## src/rtl/seg_display_scanner.sv

```systemverilog
// Multiplexed N-digit seven-segment driver with a sequential shift-add-3 BCD converter,
// hex mode, leading-zero blanking, overflow dashes, per-digit blink and decimal points.
module seg_display_scanner #(
  parameter int NUM_DIGITS   = 4,
  parameter int VAL_WIDTH    = 16,
  parameter int SCAN_DIV     = 100000,
  parameter int BLINK_FRAMES = 64
) (
  input  logic                  clk,
  input  logic                  reset,
  input  logic [VAL_WIDTH-1:0]  val_in,
  input  logic                  val_valid,
  input  logic                  hex_mode,
  output logic                  busy,
  input  logic                  lz_blank,
  input  logic [NUM_DIGITS-1:0] dp_in,
  input  logic [NUM_DIGITS-1:0] blink_en,
  output logic [NUM_DIGITS-1:0] an,
  output logic [6:0]            seg,
  output logic                  dp
);

  localparam int BCD_W   = 4 * NUM_DIGITS;
  localparam int PAD_W   = (VAL_WIDTH > BCD_W) ? VAL_WIDTH : BCD_W;
  localparam int CNT_W   = $clog2(VAL_WIDTH + 1);
  localparam int PRE_W   = $clog2(SCAN_DIV);
  localparam int PHASE_W = $clog2(2 * NUM_DIGITS);
  localparam int FRAME_W = $clog2(BLINK_FRAMES + 1);
  localparam int DIG_W   = $clog2(NUM_DIGITS);

  typedef enum logic [1:0] {IDLE, CONV, COMMIT} state_t;

  state_t               state;
  logic [VAL_WIDTH-1:0] cap_val;
  logic                 cap_hex;
  logic [BCD_W-1:0]     bcd;
  logic [BCD_W-1:0]     bcd_adj;
  logic                 ovf_acc;
  logic [CNT_W-1:0]     bit_cnt;
  logic [BCD_W-1:0]     digits;
  logic                 overflow;
  logic [PAD_W-1:0]     cap_pad;
  logic [BCD_W-1:0]     hex_digits;
  logic                 hex_ovf;

  logic [PRE_W-1:0]     prescale;
  logic [PHASE_W-1:0]   phase;
  logic [FRAME_W-1:0]   frame_cnt;
  logic                 blink_phase;

  logic [3:0]           digit_arr [NUM_DIGITS];
  logic [NUM_DIGITS-1:0] lead_zero;
  logic [DIG_W-1:0]     sel;
  logic [NUM_DIGITS-1:0] an_nxt;
  logic [6:0]           seg_nxt;
  logic                 dp_nxt;

  function automatic logic [6:0] glyph(input logic [3:0] d);
    case (d)
      4'h0: glyph = 7'h40;
      4'h1: glyph = 7'h79;
      4'h2: glyph = 7'h24;
      4'h3: glyph = 7'h30;
      4'h4: glyph = 7'h19;
      4'h5: glyph = 7'h12;
      4'h6: glyph = 7'h02;
      4'h7: glyph = 7'h78;
      4'h8: glyph = 7'h00;
      4'h9: glyph = 7'h10;
      4'hA: glyph = 7'h08;
      4'hB: glyph = 7'h03;
      4'hC: glyph = 7'h46;
      4'hD: glyph = 7'h21;
      4'hE: glyph = 7'h06;
      default: glyph = 7'h0E;
    endcase
  endfunction

  // Add-3 correction is applied before the shift, so every nibble stays a legal BCD digit.
  always_comb begin
    bcd_adj = bcd;
    for (int i = 0; i < NUM_DIGITS; i++) begin
      if (bcd[4*i +: 4] >= 4'd5) bcd_adj[4*i +: 4] = bcd[4*i +: 4] + 4'd3;
    end
  end

  always_comb begin
    cap_pad    = PAD_W'(cap_val);
    hex_digits = cap_pad[BCD_W-1:0];
    hex_ovf    = 1'b0;
    for (int i = BCD_W; i < PAD_W; i++) hex_ovf = hex_ovf | cap_pad[i];
  end

  // Digits and overflow only change in COMMIT, so the display never sees a half-converted value.
  always_ff @(posedge clk) begin
    if (!reset) begin
      state    <= IDLE;
      busy     <= 1'b0;
      cap_val  <= '0;
      cap_hex  <= 1'b0;
      bcd      <= '0;
      ovf_acc  <= 1'b0;
      bit_cnt  <= '0;
      digits   <= '0;
      overflow <= 1'b0;
    end else begin
      case (state)
        IDLE: begin
          if (val_valid) begin
            cap_val <= val_in;
            cap_hex <= hex_mode;
            bcd     <= '0;
            ovf_acc <= 1'b0;
            bit_cnt <= '0;
            busy    <= 1'b1;
            state   <= hex_mode ? COMMIT : CONV;
          end
        end
        CONV: begin
          bcd     <= {bcd_adj[BCD_W-2:0], cap_val[VAL_WIDTH-1]};
          cap_val <= cap_val << 1;
          ovf_acc <= ovf_acc | bcd_adj[BCD_W-1];
          bit_cnt <= bit_cnt + CNT_W'(1);
          if (bit_cnt == CNT_W'(VAL_WIDTH - 1)) state <= COMMIT;
        end
        COMMIT: begin
          digits   <= cap_hex ? hex_digits : bcd;
          overflow <= cap_hex ? hex_ovf : ovf_acc;
          busy     <= 1'b0;
          state    <= IDLE;
        end
        default: begin
          busy  <= 1'b0;
          state <= IDLE;
        end
      endcase
    end
  end

  always_ff @(posedge clk) begin
    if (!reset) begin
      prescale    <= '0;
      phase       <= '0;
      frame_cnt   <= '0;
      blink_phase <= 1'b0;
    end else if (prescale == PRE_W'(SCAN_DIV - 1)) begin
      prescale <= '0;
      if (phase == PHASE_W'(2 * NUM_DIGITS - 1)) begin
        phase <= '0;
        if (frame_cnt == FRAME_W'(BLINK_FRAMES - 1)) begin
          frame_cnt   <= '0;
          blink_phase <= ~blink_phase;
        end else begin
          frame_cnt <= frame_cnt + FRAME_W'(1);
        end
      end else begin
        phase <= phase + PHASE_W'(1);
      end
    end else begin
      prescale <= prescale + PRE_W'(1);
    end
  end

  // A digit is a leading zero when it and every digit to its left are zero; digit 0 never is.
  always_comb begin
    logic run;
    run = 1'b1;
    lead_zero = '0;
    for (int i = 0; i < NUM_DIGITS; i++) digit_arr[i] = digits[4*i +: 4];
    for (int i = NUM_DIGITS - 1; i >= 1; i--) begin
      run = run && (digits[4*i +: 4] == 4'd0);
      lead_zero[i] = run;
    end
  end

  always_comb begin
    sel     = DIG_W'(NUM_DIGITS - 1) - DIG_W'(phase >> 1);
    an_nxt  = '1;
    seg_nxt = 7'h7F;
    dp_nxt  = 1'b1;
    if (phase[0]) begin
      an_nxt = ~(NUM_DIGITS'(1) << sel);
      if (overflow) begin
        seg_nxt = 7'h3F;
        dp_nxt  = ~dp_in[sel];
      end else if (blink_en[sel] && blink_phase) begin
        seg_nxt = 7'h7F;
      end else if (lz_blank && lead_zero[sel]) begin
        dp_nxt = ~dp_in[sel];
      end else begin
        seg_nxt = glyph(digit_arr[sel]);
        dp_nxt  = ~dp_in[sel];
      end
    end
  end

  always_ff @(posedge clk) begin
    if (!reset) begin
      an  <= '1;
      seg <= 7'h7F;
      dp  <= 1'b1;
    end else begin
      an  <= an_nxt;
      seg <= seg_nxt;
      dp  <= dp_nxt;
    end
  end

endmodule

```

## config.mk

```make
export PLATFORM = sky130hd
export DESIGN_NAME = seg_display_scanner
export DESIGN_NICKNAME = d
export VERILOG_FILES = /design/src/rtl/seg_display_scanner.sv
export SDC_FILE = /design/constraint.sdc
export NUM_CORES = 1
export LEC_CHECK = 0
export BUFFER_PORTS_ARGS = -buffer_cell sky130_fd_sc_hd__buf_2
export CAP_MARGIN = 20
export CORE_MARGIN = 5
export CORE_UTILIZATION = 50
export CTS_CLUSTER_DIAMETER = 50
export DETAILED_ROUTE_END_ITERATION = 10
export GPL_TIMING_DRIVEN = 0
export PLACE_DENSITY = 0.69
export SYNTH_ARGS = -nofsm -noshare
export SYNTH_HDL_FRONTEND = slang
export SYNTH_SLANG_ARGS = --single-unit
```

## constraint.sdc

```tcl
create_clock -name clk -period 2.9 [get_ports clk]
set_clock_uncertainty 0.15 [all_clocks]
set_input_delay 0.145 -clock clk [delete_from_list [all_inputs] [get_ports clk]]
set_output_delay 0.145 -clock clk [all_outputs]
set_load 0.01 [all_outputs]
```

=== Word level (Yosys, flattened, before mapping) ===
Memory sizes are Yosys's and may differ from the RTL's.
Index checks and enable logic that the tools add are counted.

* Add/subtract/negate cells: 9
* Order comparisons: 6
* Equality and inequality tests: 8
* Shift operators: 1
* Multiplexer cells: 36
* Bitwise gates (word level): 8
* Reduce and logical (&&, ||, !) cells: 18

{| class="wikitable"
|+ Operators by type and width
! operator !! count
|-
| case mux 16 bit (2 select lines) || 2
|-
| two-way mux 16 bit || 3
|-
| two-way mux 7 bit || 4
|-
| two-way mux 4 bit || 6
|-
| adder 17 x 1 -> 17 bit, second input constant || 1
|-
| == test 17 bit, second input constant || 1
|-
| adder 4 x 2 -> 4 bit, second input constant || 4
|-
| >= comparator 4 x 3 -> 1 bit, second input constant || 4
|-
| logical NOT 4 bit || 3
|-
| AND reduction 2 bit || 6
|-
| case mux 5 bit (2 select lines) || 1
|-
| binary-select mux 4 bit (select 2 bit) || 1
|-
| two-way mux 1 bit || 8
|-
| adder 7 x 1 -> 7 bit, second input constant || 1
|-
| == test 7 x 6 -> 1 bit, second input constant || 1
|-
| binary-select mux 1 bit (select 2 bit) || 3
|-
| two-way mux 2 bit || 3
|-
| adder 5 x 1 -> 5 bit, second input constant || 1
|-
| == test 5 x 4 -> 1 bit, second input constant || 1
|-
| two-way mux 5 bit || 1
|-
| inverter 1 bit || 5
|-
| OR reduction 5 bit || 1
|-
| logical AND 1 bit || 4
|-
| inequality test 2 bit, second input constant || 2
|-
| 18 further kinds || 19
|}

* Bits in registers: 99
* Bits in read-only memories: 112
* Output and inout port bits: 13
* Word-level logic and storage cells: 104
* Memories kept: 1

{| class="wikitable"
|+ Memory list
! name !! depth !! width !! rd ports !! clocked after memory_dff !! write ports !! RTL line !! text
|-
| (name not given) || 16 || 7 || 1 || 0 || 0 || 59 || <nowiki>case (d)</nowiki>
|}

=== Depth between registers and ports, before layout ===
Gate-level depths: netlist (run 1).

* Word-level depth: 9
* Depth in mapped cells: 9
* Gate-level depth less buffers: 7

=== Worst setup path before layout (run 1) ===
Ideal clock, no wire load.

* Path kind: register to register
* Start point: register phase[1]
* End point: register seg[5]
* Data arrival time: 1.779 ns
* Required time: 2.609 ns
* Path slack: 0.831 ns
* Cell stages (with the launch flop): 7
* Buffers on the path: 1
* Cell sequence: dfxtp_1 -> buf_4 -> mux4_2 -> ha_1 -> mux2_2 -> nand2_1 -> o211ai_1

* Longest elaborated chain between the ends: 6
* Elaborated cells between the ends (all ways): 13
* Those cells by class: add/sub: 1; mux: 7; bitwise: 1; reduce/logical: 3; memory: 1

{| class="wikitable"
|+ RTL lines
! element !! RTL line !! text
|-
| from (decl) || 47 || <nowiki>logic [PHASE_W-1:0] phase;</nowiki>
|-
| from (signal assigned) || 157 || <nowiki>phase <= phase + PHASE_W'(1);</nowiki>
|-
| subtractor 2 bit (*) || 177 || <nowiki>sel = DIG_W'(NUM_DIGITS - 1) - DIG_W'(phase >> 1);</nowiki>
|-
| inverter 2 -> 3 bit (implied by the code) || 191 || <nowiki>seg_nxt = glyph(digit_arr[sel]);</nowiki>
|-
| binary-select mux 4 bit (select 2 bit) || 191 ||
|-
| two-way mux 4 bit (implied by the code) (2 in series) || 191 ||
|-
| memory read (16 x 7 bit) || n/a ||
|-
| to (signal assigned) || 204 || <nowiki>seg <= seg_nxt;</nowiki>
|-
| to (decl) || 19 || <nowiki>output logic [6:0] seg,</nowiki>
|}

Every way passes the cells marked *; elsewhere a longest branch is shown, timed or not. The select of a mux whose other input is x is not followed.
A chain may end at the register's enable or synchronous reset.

=== Final worst setup path (run 1) ===
* Start point: register phase[2]
* End point: register seg[2]

The elaborated chain is that of the path after synthesis.

==> out/metrics.yaml, run 1 <==
status: "finished, final reports clean"
criticalPathCategory: "flop to flop"
route.detailed.drc: 0
mostFrequentLayoutCells: "99 x dfxtp_1, 75 x nand2_1, 47 x buf_2"
totalNegativeSetupSlack_ps: 0
max-slew-margin-rel_pct: 44.29
hold_ws_ps: 31.32
comb_power_share_pct: 10.6
synth_cell_types: 51
clkSinkCount: 99
drt_first_iter_violations: 234
vias: 4181
gr-total-overflow: 0
first_global_vias: 3934
total_of_hold_buffers_inserted_after_clock_tree_synthesis: 17
antenna_violations_before_repair: 0
power.clock.fraction_pct: 34.8
synth_cells: 546
finalSetupViolCount: 0
r2r_cells: 6
warnings_from_yosys: 0
layout.filler_cells: 880
worst_r2r_endpoint: "seg[2]$_SDFF_PP1_"
grt_max_degree: 18
rsz_0062_raised_after_global_routing: "no"
layout_overhead_on_the_synthesized_area_pct: 15.15
portion_of_the_clock_cycle_consumed_by_the_worst_path_in_the_final_layout_pct: 78.95
finalWorstPathRequiredPeriod_ps: 2289
hold_depth: 4
final_net_count: 663
slowest_delay_ps: 460
power_density_nw_per_um2: 464.8
initial_standard_cell_utilization_of_the_core_pct: 50.65
timing.critical_path.slowest_stage_cell: "dfxtp_1"
grt_first_pass_wirelength_mm: 19.41
placement.io_buffers: 41
worst-slew-pin-transition_ps: 832.5
dominantRegCellSynth: "dfxtp_1"
clockBufferDepth: 2
critical_path_arrival_ps: 2370
syn-num-nets: 594
globalplace.congestion: 0.8674
min_from: "reset"
holdCritPathClass: "input port to flop"
cp-start-kind: "flop"
edff_count_synth: 0
cts_buffers: 9
reg2reg_setup_slack_ps: 610
tritoncts: "yes"
power.net_switching_mw: 0.7020
crit_path_max_fanout: 10
path_cells: "clkbuf_1 > mux4_2 > nand2_1 > o31ai_1 > nor3_2 > o221ai_1"
crit_required_ps: 2980
latest_clock_arrival_within_the_worst_skew_pair_ps: 380
synth_async_sr_flop_share_pct: 0
synth-seq-area-share_pct: 40.41
cap_violations: 0
yosys_register_bits: 99
worst_ir_drop_vdd_mv: 0.3661
antenna_violation_net_count_after_detailed_routing: 0
track_usage_pct: 20.68
worst_setup_ep_type: "flop"
worstHoldEndpoint: "prescale[16]$_SDFF_PP0_"
drt-wirelength-per-cell_um: 15.32
drt-total-wl_mm: 11.54
die_y_um: 109.0
path_delay_family: "flip-flops"
p_seq_share_pct: 54.6
detailedRoute.firstPassIterationCount: 5
ratio_of_cells_with_drive_above_1_in_the_final_layout_pct: 13.39
total_leakage_power_nw: 2.354
finalMaxSlewViolations: 0
post-dp-hpwl_mm: 8.257
std_cell_rows: 36
die_width_um: 109.0
io_pins: 42
syn_area_per_cell_um2: 8.983
post_synth_design_cell_area_um2: 4905
htree_levels: 3
die-area_um2: 11890
fmaxAchievable_mhz: 436.8
mostFrequentLayoutCell: "dfxtp_1"
post_cts_resize_count: 0
diodes: 0
worst_r2r_startpoint: "phase[2]$_SDFFE_PN0N_"
crit_buf_inv: 1
hold_viol_final: 0
switching_share_pct: 26.74
post_drt_via_cell_ratio: 5.552
internal-power_mw: 1.923
cts_setup_buffers: 0
floorplan.core_area_um2: 9684
path_clk_slew_ps: 90
clk_root_buffer_cell: "clkbuf_8"
==> power groups by stage <==
stage / registers (mW) / clock network, mW / logic (mW)
after floorplan: 1.45 / 0 / 0.178
after global placement: 1.46 / 0 / 0.251
after detailed placement: 1.46 / 0 / 0.257
after CTS: 1.43 / 0.934 / 0.276
after global routing: 1.44 / 0.991 / 0.308
final: 1.43 / 0.913 / 0.278
==> per-stage QoR <==
step	cells	worst slack (ps)	utilization, %	total power, mW	cell area, um2
floorplan	546	831.0	-	1.632	4905
global placement	720	664.2	54.48	1.714	5276
detailed placement	720	620.1	54.48	1.722	5276
CTS	753	609.3	58.32	2.643	5648
global route	753	375.2	58.32	2.738	5648
finish	753	610.5	58.32	2.625	5648
==> kinds of logic after synthesis <==
group | count (synthesis) | share of synthesized area [%]
compound gates | 112 | 17.22
flops | 99 | 40.41
simple gates | 219 | 22.60
buf+inv | 49 | 4.081
xor+xnor | 23 | 4.107
fa+ha+maj | 19 | 4.847
mux | 25 | 6.735
==> Yosys cell counts, drive strengths merged (3+ instances only) <==
library cell / number / area (um2)
dfxtp: 99 / 1982
xor2: 11 / 96.34
a32oi: 4 / 35.03
xnor2: 12 / 105.1
and3: 7 / 43.79
a21oi: 16 / 80.08
clkbuf: 24 / 91.33
nand3: 23 / 120.1
nand2: 75 / 281.5
mux2: 4 / 45.04
ha: 19 / 237.7
o31ai: 6 / 45.04
and2: 8 / 50.05
o211a: 33 / 330.3
o211ai: 13 / 97.59
nor3: 7 / 40.04
a21boi: 7 / 52.55
inv: 15 / 56.30
nor2: 37 / 138.9
or3: 4 / 25.02
nor2b: 23 / 143.9
and4: 3 / 26.28
buf: 10 / 52.55
nand4: 4 / 25.02
o21ai: 18 / 90.09
nand2b: 13 / 81.33
mux4: 6 / 135.1
a22oi: 7 / 52.55
nor4: 3 / 33.78
mux2i: 15 / 150.1
==> routing by layer <==
layer / share of wire (%) / global-route usage (%) / up-vias
li1: - / - / 2057
met3: 4.2 / 5.269 / 20
met4: 1.8 / 5.771 / 0
met5: 0 / 0 / -
met1: 48 / 27.54 / 2005
met2: 46 / 33.20 / 99
==> cell type report <==
| type | count | area (um2) | share of cell area (%) |
|---|---|---|---|
| Buffer | 34 | 143.9 | 2.548 |
| Clock buffer | 9 | 123.9 | 2.193 |
| Clock inverter | 7 | 77.57 | 1.374 |
| Inverter | 15 | 56.30 | 0.9969 |
| Multi-Input combinational cell | 398 | 2723 | 48.21 |
| Sequential cell | 99 | 1982 | 35.09 |
| Tap cell | 133 | 166.4 | 2.946 |
| Timing Repair Buffer | 58 | 375.4 | 6.646 |
==> sequential cells by signal, indices dropped and copies added, names as in the netlist, 4 cells and up <==
name,cells
prescale,17
bcd,16
cap_pad,16
digits,16
frame_cnt,7
seg,7
bit_cnt,5
an,4
==> worst max-delay path by stage <==
stage / slack [ps] / cells after the start / end / startpoint
floorplan: 830 / 6 / seg[5]$_SDFF_PP1_ / phase[1]$_SDFFE_PN0N_
global placement: 660 / 6 / seg[5]$_SDFF_PP1_ / phase[2]$_SDFFE_PN0N_
detailed placement: 620 / 6 / seg[1]$_SDFF_PP1_ / phase[2]$_SDFFE_PN0N_
CTS: 610 / 6 / seg[2]$_SDFF_PP1_ / phase[2]$_SDFFE_PN0N_
global route: 380 / 6 / seg[2]$_SDFF_PP1_ / phase[2]$_SDFFE_PN0N_
finish: 610 / 6 / seg[2]$_SDFF_PP1_ / phase[2]$_SDFFE_PN0N_
==> worst reg2reg max path: stages (launching register included) <==
cell,delay [ps]
dfxtp_1,460
clkbuf_1,400
mux4_2,380
nand2_1,120
o31ai_1,100
nor3_2,330
o221ai_1,210
Note: power is estimated with default switching activity, not from simulation.
==> run 2, diff against run 1 <==
Clock period 2.9 ns to 2.38 ns, I/O delays scaled along.
==> run 2 against run 1 <==
Net effect: global-route usage did not move; register-to-register slack got worse by 470 ps; setup slack got worse by 470 ps; via count barely moved; highest routed layer unchanged; routed wire length about the same; first-iteration DRC count decreased by 1.7%; total power rose by 22%; design area is 0.35% higher; critical path depth unchanged; worst hold slack worse by 1.8 ps; sequential cell count unchanged.
==> out/metrics.yaml, run 2 (synthesis results as in run 1) <==
grt_first_pass_wirelength_mm: 19.41
path_clk_slew_ps: 90
power.clock.fraction_pct: 34.7
detailedRoute.firstPassIterationCount: 6
grt_max_degree: 18
path_cells: "buf_4 > mux4_2 > ha_1 > mux2_2 > nand2_1 > o211ai_1"
switching_share_pct: 26.70
met3_routed_length_um: 589
final_net_count: 665
die-area_um2: 11890
antenna_violations_before_repair: 0
largest_register_ff_count: 17
globalplace.congestion: 0.8674
floorplan.core_area_um2: 9684
crit_path_max_fanout: 10
critical_path_arrival_ps: 2350
layout_overhead_on_the_synthesized_area_pct: 15.56
layout.filler_cells: 880
final-seq-area_um2: 1982
first_global_vias: 3934
cp-start-kind: "flop"
die_width_um: 109.0
worst_setup_ep_type: "flop"
latest_clock_arrival_within_the_worst_skew_pair_ps: 380
mostFrequentLayoutCells: "99 x dfxtp_1, 75 x nand2_1, 47 x buf_2"
tritoncts: "yes"
finalWorstPathRequiredPeriod_ps: 2238
finalSetupViolCount: 0
routed-wl-met2_mm: 5.321
io_pins: 42
hold_viol_final: 0
worst_ir_drop_vdd_mv: 0.4557
topRoutingLayerUsed: "met4"
criticalPathCategory: "flop to flop"
post-dp-hpwl_mm: 8.257
comb_power_share_pct: 10.6
status: "finished, final reports clean"
clkSinkCount: 99
wl_met1_mm: 5.453
route.detailed.drc: 0
rsz_0062_raised_after_global_routing: "no"
internal-power_mw: 2.345
pre_cts_slack_ps: 100.1
max-slew-margin-rel_pct: 44.98
timing.critical_path.slowest_stage_cell: "mux4_2"
r2r_cells: 6
clockBufferDepth: 2
clk_root_buffer_cell: "clkbuf_8"
worst-slew-pin-transition_ps: 822.3
total_leakage_power_nw: 2.374
holdCritPathClass: "input port to flop"
cap_violations: 0
slowest_delay_ps: 580
htree_levels: 3
setup_ws_ps: 142.1
cts_buffers: 9
initial_standard_cell_utilization_of_the_core_pct: 50.65
portion_of_the_clock_cycle_consumed_by_the_worst_path_in_the_final_layout_pct: 94.03
track_usage_pct: 20.68
vias: 4178
p_seq_share_pct: 54.6
fmaxAchievable_mhz: 446.9
std_cell_rows: 36
placement.io_buffers: 41
die_y_um: 109.0
gr-total-overflow: 0
crit_required_ps: 2490
hold_depth: 5
power.net_switching_mw: 0.8539
post_drt_via_cell_ratio: 5.534
drt-wirelength-per-cell_um: 15.28
finalMaxSlewViolations: 0
mostFrequentLayoutCell: "dfxtp_1"
max_flop_register: "prescale"
ratio_of_cells_with_drive_above_1_in_the_final_layout_pct: 13.83
diodes: 0
power_density_nw_per_um2: 564.3
drt-total-wl_mm: 11.54
drt_first_iter_violations: 230
totalNegativeSetupSlack_ps: 0
reg2reg_setup_slack_ps: 140
multiInputGateArea_um2: 2723
antenna_violation_net_count_after_detailed_routing: 0
[run 2: cell types whose count changed in the layout (fill, tap and decap cells not counted), sizes merged]
cell / before / now
dlygate4sd3: 17 / 18
buf: 51 / 52
[run 2: power groups by stage]
stage / Sequential (mW) / Combinational (mW) / Clock (mW)
6_report: 1.75 / 0.340 / 1.11
5_1_grt: 1.75 / 0.377 / 1.21
4_1_cts: 1.75 / 0.337 / 1.14
3_5_place_dp: 1.78 / 0.313 / 0
3_3_place_gp: 1.78 / 0.306 / 0
2_1_floorplan: 1.77 / 0.217 / 0
[run 2: what timing repair did]
| action | CTS | global route |
|---|---|---|
| hold buffers | 18 | 0 |
| buffers inserted | 0 | 1 |
| gates resized for setup | 0 | 4 |
| endpoints found under the hold margin | 22 | 0 |
| endpoints found under the setup margin | 0 | 7 |
[run 2: worst max-delay path: cells and delay by family, from the launching register on]
kind            cells  cell delay (ps)
flops               1              470
buf+inv             1              240
fa+ha+maj           1              260
compound gates      1               80
mux                 2              860
simple gates        1               70
[run 2: area by class of cell]
cell class / instances / area share, %
tap: 133 / 2.936
buffer: 34 / 2.583
timing repair buffer: 60 / 6.932
inverter: 15 / 0.9934
sequential: 99 / 34.97
multi-input combinational: 398 / 48.04
clock inverter: 7 / 1.369
clock buffer: 9 / 2.185
[run 2: final timing paths]
path                                     to                      start
hold / removal      cap_pad[0]$_SDFFE_PN0P_                  val_in[0]
hold reg to reg   frame_cnt[6]$_SDFFE_PN0P_  frame_cnt[6]$_SDFFE_PN0P_
setup / recovery          seg[5]$_SDFF_PP1_      phase[1]$_SDFFE_PN0N_
setup reg to reg          seg[5]$_SDFF_PP1_      phase[1]$_SDFFE_PN0N_
[run 2: layer usage]
layer,vias to the layer above,track usage (%)
met2,100,33.20
met4,0,5.771
li1,2065,-
met1,1999,27.54
met5,-,0
met3,14,5.269
[run 2: stage by stage]
stage / instance area, um2 / total power, mW / std cells / hold slack [ps] / util (%)
2_1_floorplan: 4905 / 1.989 / 546 / 107.9 / -
3_3_place_gp: 5276 / 2.089 / 720 / 252.6 / 54.48
3_5_place_dp: 5276 / 2.098 / 720 / 252.4 / 54.48
4_1_cts: 5658 / 3.222 / 754 / 10.89 / 58.42
5_1_grt: 5668 / 3.338 / 755 / 59.24 / 58.53
6_report: 5668 / 3.198 / 755 / 29.55 / 58.53
==> run 3, diff against run 2 <==
Settings changed: PLACE_DENSITY 0.69 to 0.71.
Clock period 2.38 ns to 2 ns, I/O delays scaled along.
==> run 3 against run 2 <==
Net effect: the run now ends with negative setup slack left; global-route usage down 0.087 points; design area up 5.1%; clock-buffer cell count up 2; sequential power up 19%.
==> out/metrics.yaml, run 3 (synthesis results as in run 1) <==
hold_viol_final: 0
finalMaxSlewViolations: 0
p_total_mw: 3.804
post_drt_via_cell_ratio: 5.491
mostFrequentLayoutCell: "dfxtp_1"
finalSetupViolCount: 2
route.detailed.drc: 0
cts_buffers: 9
clkSinkCount: 99
fmaxAchievable_mhz: 495.0
placement.io_buffers: 41
floorplan.core_area_um2: 9684
crit_buf_inv: 1
crit_required_ps: 2100
cap_violations: 0
postLayoutCellArea_um2: 5956
critical_path_arrival_ps: 2120
gr-total-overflow: 0
grt_max_degree: 17
post-dp-hpwl_mm: 8.287
status: "complete, but fails checks"
worst_r2r_endpoint: "seg[5]$_SDFF_PP1_"
hold_depth: 3
criticalPathCategory: "flop to flop"
final_net_count: 678
max-slew-margin-rel_pct: 62.24
detailedRoute.firstPassIterationCount: 4
path_delay_family: "multiplexers"
vias: 4217
antenna_violation_net_count_after_detailed_routing: 0
latest_clock_arrival_within_the_worst_skew_pair_ps: 390
crit_path_max_fanout: 5
drt-wirelength-per-cell_um: 15.50
io_pins: 42
rsz_0062_raised_after_global_routing: "yes"
total_leakage_power_nw: 2.486
mostFrequentLayoutCells: "91 x dfxtp_1, 74 x nand2_1, 46 x buf_2"
ratio_of_cells_with_drive_above_1_in_the_final_layout_pct: 21.26
path_clk_slew_ps: 90
grt_first_pass_wirelength_mm: 19.22
first_global_vias: 3980
hold_ws_ps: 23.08
path_cells: "buf_8 > mux4_2 > ha_2 > mux2_2 > nand2_1 > o211ai_1"
die-area_um2: 11890
cp.depth: 6
slowest_delay_ps: 580
clk_root_buffer_cell: "clkbuf_8"
portion_of_the_clock_cycle_consumed_by_the_worst_path_in_the_final_layout_pct: 101.0
worst-slew-pin-transition_ps: 566.4
diodes: 0
std_cell_rows: 36
initial_standard_cell_utilization_of_the_core_pct: 50.65
finish.utilization_pct: 61.50
worst_setup_ep_type: "flop"
cp-start-kind: "flop"
power_density_nw_per_um2: 638.7
finalWorstPathRequiredPeriod_ps: 2020
drt_first_iter_violations: 234
largest_register_ff_count: 17
reg2reg_setup_slack_ps: -20
worstHoldEndpoint: "dp$_SDFF_PN1_"
holdCritPathClass: "input port to flop"
r2r_cells: 6
htree_levels: 3
worst_ir_drop_vdd_mv: 0.5921
timing.critical_path.slowest_stage_cell: "mux4_2"
worst_r2r_startpoint: "phase[1]$_SDFFE_PN0N_"
min_from: "dp_in[3]"
layout_overhead_on_the_synthesized_area_pct: 21.43
die_width_um: 109.0
failed_checks: "negative setup slack"
globalplace.congestion: 0.8946
max_flop_register: "prescale"
pre_cts_slack_ps: -303.2
tritoncts: "yes"
die_y_um: 109.0
track_usage_pct: 20.59
antenna_violations_before_repair: 0
drt-total-wl_mm: 11.90
placed_cell_area_um2: 5281
clockBufferDepth: 2
setup_ws_ps: -20.38
-- run 3: metrics by stage --
step           setup TNS [ps]  cells
2_1_floorplan               0    546
3_3_place_gp            -3911    720
3_5_place_dp            -4771    720
4_1_cts                -52.52    762
5_1_grt                -591.7    768
6_report               -22.79    768
-- run 3: what timing repair did --
action / 4_1_cts / 5_1_grt
cloned: 0 / 1
hold endpoints to repair: 27 / 0
hold buffers: 19 / 0
pin swaps: 1 / 8
setup endpoints to repair: 51 / 52
buffers inserted: 7 / 7
resized for setup: 27 / 32
-- run 3: layout make-up --
type                    instances  area [um2]
fillers                       816        3729
multi-input cells             399        2853
flip-flops and latches         99        1999
repair buffers                 74       513.0
plain buffers                  32       175.2
well taps                     133       166.4
clock buffers                  11       131.4
clock inverters                 5       61.31
inverters                      15       56.30
-- run 3: worst max path at each step --
stage / slack [ps] / start / to
2_1_floorplan: 3 / phase[2]$_SDFFE_PN0N_ / seg[5]$_SDFF_PP1_
3_3_place_gp: -240 / phase[2]$_SDFFE_PN0N_ / seg[5]$_SDFF_PP1_
3_5_place_dp: -300 / phase[2]$_SDFFE_PN0N_ / seg[5]$_SDFF_PP1_
4_1_cts: -50 / phase[1]$_SDFFE_PN0N_ / seg[5]$_SDFF_PP1_
5_1_grt: -110 / phase[1]$_SDFFE_PN0N_ / seg[5]$_SDFF_PP1_
6_report: -20 / phase[1]$_SDFFE_PN0N_ / seg[5]$_SDFF_PP1_
-- run 3: worst reg2reg max path, stage by stage, from the launching register on --
cell and delay, ps:
dfxtp_4 390, buf_8 120, mux4_2 580, ha_2 240, mux2_2 270, nand2_1 70, o211ai_1 90
-- run 3: power by group --
group	switching [mW]	internal, mW	total, mW
logic	0.229	0.195	0.424
clock network	0.709	0.586	1.30
registers	0.0554	2.03	2.08
total	0.994	2.81	3.80
-- run 3: layer usage --
metal  track usage [%]  up-vias  share of wire (%)
met4             5.591        0                1.5
met1             26.45     1997                 46
met2             34.47      110                 46
li1                  -     2095                  -
met3             5.033       15                6.3
met5                 0        -                  0
